File: config.mk
export PLATFORM = sky130hd
export DESIGN_NAME = alu_result_stage
export DESIGN_NICKNAME = d
export VERILOG_FILES = /design/src/rtl/alu_result_stage.sv
export SDC_FILE = /design/constraint.sdc
export NUM_CORES = 1
export LEC_CHECK = 0
export CAP_MARGIN = 20
export CORE_ASPECT_RATIO = 0.8
export CORE_UTILIZATION = 49
export CTS_BUF_LIST = sky130_fd_sc_hd__clkbuf_16
export DETAILED_ROUTE_END_ITERATION = 8
export GPL_TIMING_DRIVEN = 1
export PLACE_DENSITY = 0.83
export SLEW_MARGIN = 25
export SYNTH_ARGS = -nofsm -noshare
export SYNTH_HDL_FRONTEND = slang
export SYNTH_SLANG_ARGS = --single-unit
File: constraint.sdc
create_clock -name CLK -period 2.96 [get_ports CLK]
set_input_delay 0.592 -clock CLK [delete_from_list [all_inputs] [get_ports CLK]]
set_output_delay 0.592 -clock CLK [all_outputs]
set_load 0.01 [all_outputs]
File: src/rtl/alu_result_stage.sv
// Two-entry in-order ALU result buffer between the ALU and register-file writeback.
// Status bits update when a result is accepted. Define ALU_RESULT_DROP_NOWRITE_EN to drop results with reg_write=0.
module alu_result_stage #(
    parameter int RD_W = 3
) (
    input  logic            CLK,
    input  logic            RESET,
    input  logic            in_valid,
    output logic            in_ready,
    input  logic [7:0]      alu_out,
    input  logic            alu_flag,
    input  logic            alu_overflow,
    input  logic            flag_write,
    input  logic            overflow_write,
    input  logic            reg_write,
    input  logic [RD_W-1:0] rd,
    output logic            out_valid,
    input  logic            out_ready,
    output logic [7:0]      wb_data,
    output logic [RD_W-1:0] wb_rd,
    output logic            wb_en,
    output logic            FLAG_Q,
    output logic            OVERFLOW_Q
);

    typedef enum logic [1:0] {
        EMPTY = 2'd0,
        ONE   = 2'd1,
        FULL  = 2'd2
    } state_t;

    typedef struct packed {
        logic [7:0]      data;
        logic [RD_W-1:0] rd;
        logic            en;
    } entry_t;

    state_t state_q, state_d;
    logic   in_ready_q;
    logic   flag_q, overflow_q;
    entry_t head_q, tail_q;
    entry_t in_entry;
    logic   accept, enq, pop;

    assign in_entry = '{data: alu_out, rd: rd, en: reg_write};
    assign accept   = in_valid & in_ready_q;
    assign pop      = out_valid & out_ready;

`ifdef ALU_RESULT_DROP_NOWRITE_EN
    assign enq = accept & reg_write;
`else
    assign enq = accept;
`endif

    // State register; in_ready is registered from the next count so out_ready never reaches it combinationally.
    always_ff @(posedge CLK or posedge RESET) begin
        if (RESET) begin
            state_q    <= EMPTY;
            in_ready_q <= 1'b0;
        end else begin
            // NOTE: sequential state uses non-blocking assignments so every flop samples pre-edge values.
            state_q    <= state_d;
            in_ready_q <= (state_d != FULL);
        end
    end

    always_comb begin
        // NOTE: default first so no path through this block leaves state_d unassigned (no latch).
        state_d = state_q;
        unique case (state_q)
            EMPTY: if (enq) state_d = ONE;
            ONE: begin
                if (enq && !pop)      state_d = FULL;
                else if (!enq && pop) state_d = EMPTY;
            end
            FULL:    if (pop) state_d = ONE;
            default: state_d = EMPTY;
        endcase
    end

    always_comb begin
        out_valid = (state_q != EMPTY);
        wb_data   = out_valid ? head_q.data : 8'd0;
        wb_rd     = out_valid ? head_q.rd : '0;
        wb_en     = out_valid ? head_q.en : 1'b0;
    end

    // NOTE: payload storage has no reset; it is only visible through out_valid, which is reset.
    always_ff @(posedge CLK) begin
        unique case (state_q)
            EMPTY: if (enq) head_q <= in_entry;
            ONE: begin
                if (enq && pop)  head_q <= in_entry;
                if (enq && !pop) tail_q <= in_entry;
            end
            FULL:    if (pop) head_q <= tail_q;
            default: ;
        endcase
    end

    // Status bits follow the accept so the next ALU op sees them regardless of writeback stalls.
    always_ff @(posedge CLK or posedge RESET) begin
        if (RESET) begin
            flag_q     <= 1'b0;
            overflow_q <= 1'b0;
        end else if (accept) begin
            if (flag_write)     flag_q     <= alu_flag;
            if (overflow_write) overflow_q <= alu_overflow;
        end
    end

    assign in_ready   = in_ready_q;
    assign FLAG_Q     = flag_q;
    assign OVERFLOW_Q = overflow_q;

endmodule

==> reports/metrics.yaml <==
synth_adder_area_share_pct: 0
layout_common_cells: "40 x nand2_1, 35 x clkdlybuf4s50_1, 24 x edfxtp_1"
fin_crit_sh_pct: 76.36
cts-hold-fix-buffers: 0
busiest_layer: "met2"
critPathKind: "reg -> out"
violations: "DRC"
grt_use_met1_pct: 29.07
required_ns: 2.37
grt_overflow_total: 0
syn_area_um2: 1204
synth_top_family_by_area: "simple AND/OR/NAND/NOR gates"
tightest_slew_ns: 0.5062
slew_violations: 0
die_area_um2: 2660
vias: 876
mostFrequentLayoutCell: "nand2_1"
endpoint_kind: "output port"
viasPerCell: 5.246
crit_arrival_ns: 1.67
fin_nets: 161
cts_num_sinks: 29
clock_path_buffers: 2
hold_ws_ns: 0.5099
ys_seq_area_share_pct: 70.27
setup_viol: 0
root_buffer: "clkbuf_16"
clk_latency_ns: 0.27
fp.coreArea_um2: 2233
ys_types: 17
yosys_warnings: 0
ant_nets: 0
wire_per_inst_um: 15.57
grt_usage_pct: 22.47
synth_seq_cells: 29
grt_max_degree: 15
syn_avg_cell_area_um2: 11.92
die_w_um: 57.41
fin_crit_ns: 2.260
outcome: "complete, but fails checks"
clock_skew_ns: 0.002723
wl_um: 2600
drcViolationCount: 3
areaGrowthSynthToFinish_pct: 42.20
met3_usage_pct: 6.742
first_iter_violations: 30
finalHoldViolations: 0
gp_congestion: 0.8275
synth_xor_area_share_pct: 0
antenna_found_initial: 0
synthCells: 101
row_count: 15
startpoint_type: "register"
synth_mux_area_share_pct: 2.703
crit_path_top_delay_cell: "clkdlybuf4s50_1"
cap_violations: 0
synth_compound_area_share_pct: 2.183
relSlewSlack_pct: 66.17
syn_nets: 121
num_io_pins: 36
rsz0062_at_grt: "false"
p_per_area_nw_per_um2: 910.3
power.leakage_uw: 0.0006995
cts_tree: "done"
postCtsResizedCells: 0
cts_setup_buffers: 0
max_freq_mhz: 442.4
place_hpwl_um: 1857
hold_class: "reg -> reg"
initial_core_util_pct: 53.89
synthSimpleGateAreaFrac_pct: 22.45
p_total_uw: 1558
path_cells: "nor2_1 -> buf_4 -> nor2b_1 -> clkdlybuf4s50_1"
grt_first_pass_wirelength_um: 4064
crit_path_max_fanout: 14
antenna_cells: 0
first_global_vias: 831
drive_gt1_share_pct: 6.338
dr.pass1.iters: 6
grtUsageMet2_pct: 36.98
htree_levels: 2
vdd_drop_max_mv: 0.6074
cts_buffers: 5
port_buffers: 35
die_h_um: 46.33
critPathMaxStageDelay_ns: 0.58
clkTransAtPathRegs_ns: 0.05
fin_setup_tns_ns: 0
[stage by stage]
stage          utilization, %  worst slack (ns)  std cells  instance area (um^2)
3_5_place_dp            70.53            0.8039        159                  1575
3_3_place_gp            70.53            0.8643        159                  1575
6_report                76.64            0.6998        167                  1712
4_1_cts                 76.64            0.6986        167                  1712
2_1_floorplan               -             1.470        101                  1204
5_1_grt                 76.64            0.6323        167                  1712
[critical path: cells and delay by family (launching register included)]
family / cells / cell delay (ns)
buf+inv: 2 / 0.76
flops: 1 / 0.43
simple gates: 2 / 0.21
[per-layer routing]
metal | routed length (um) | share of wire, % | up-vias
li1 | - | - | 417
met1 | 1130 | 43 | 414
met2 | 1269 | 49 | 42
met3 | 188 | 7.2 | 3
met4 | 11 | 0.42 | 0
met5 | 0 | 0 | -
[path summary, 6_finish.rpt]
| path | start | endpoint | slack (ns) | cells past startpoint |
|---|---|---|---|---|
| max reg2reg | state_q[0] | head_q[1] | 1.17 | 3 |
| min | tail_q[4] | head_q[4] | 0.51 | 2 |
| max | state_q[1] | wb_data[6] | 0.70 | 4 |
| max in group asynchronous | RESET | state_q[0] | 2.22 | 2 |
| min reg2reg | tail_q[4] | head_q[4] | 0.51 | 2 |
| min in group asynchronous | RESET | state_q[1] | 0.54 | 2 |
[area by class of cell]
cell class                      instances  area [um^2]
Sequential cell                        29        845.8
Inverter                                3        11.26
Multi-Input combinational cell         66        329.1
Timing Repair Buffer                   36        357.8
Tap cell                               25        31.28
Clock buffer                            5        125.1
Fill cell                             147        521.8
Clock inverter                          3        11.26
[power by group]
group / leakage [uW] / internal, uW / switching, uW
clock network: 0.0000776 / 300 / 151
logic: 0.000339 / 259 / 248
registers: 0.000283 / 564 / 35.6
[registers in the layout (all words and copies together) (netlist names)]
signal and flops:
tail_q 12, head_q 12, in_ready 1, FLAG_Q 1, OVERFLOW_Q 1, state_q 2
[synthesized netlist by cell type]
master / instances / share of area, %
and2b_1: 1 / 0.62
inv_1: 3 / 0.94
edfxtp_1: 24 / 60
dfrtp_1: 5 / 10
nand3_1: 2 / 0.83
nand2_1: 40 / 12
nor2_1: 1 / 0.31
mux2i_1: 1 / 0.83
and3b_1: 1 / 0.73
mux2_2: 2 / 1.9
o21ai_0: 2 / 0.83
nor2b_1: 13 / 6.8
a32oi_1: 1 / 0.73
buf_4: 1 / 0.62
buf_2: 2 / 0.83
nand2b_2: 1 / 0.73
o21a_1: 1 / 0.62
[logic make-up after synthesis]
logic type | Yosys count
and+or+nand+nor | 59
DFF | 29
buffers and inverters | 6
AOI/OAI and AO/OA | 4
muxes | 3
(Power assumes the default switching activity.)
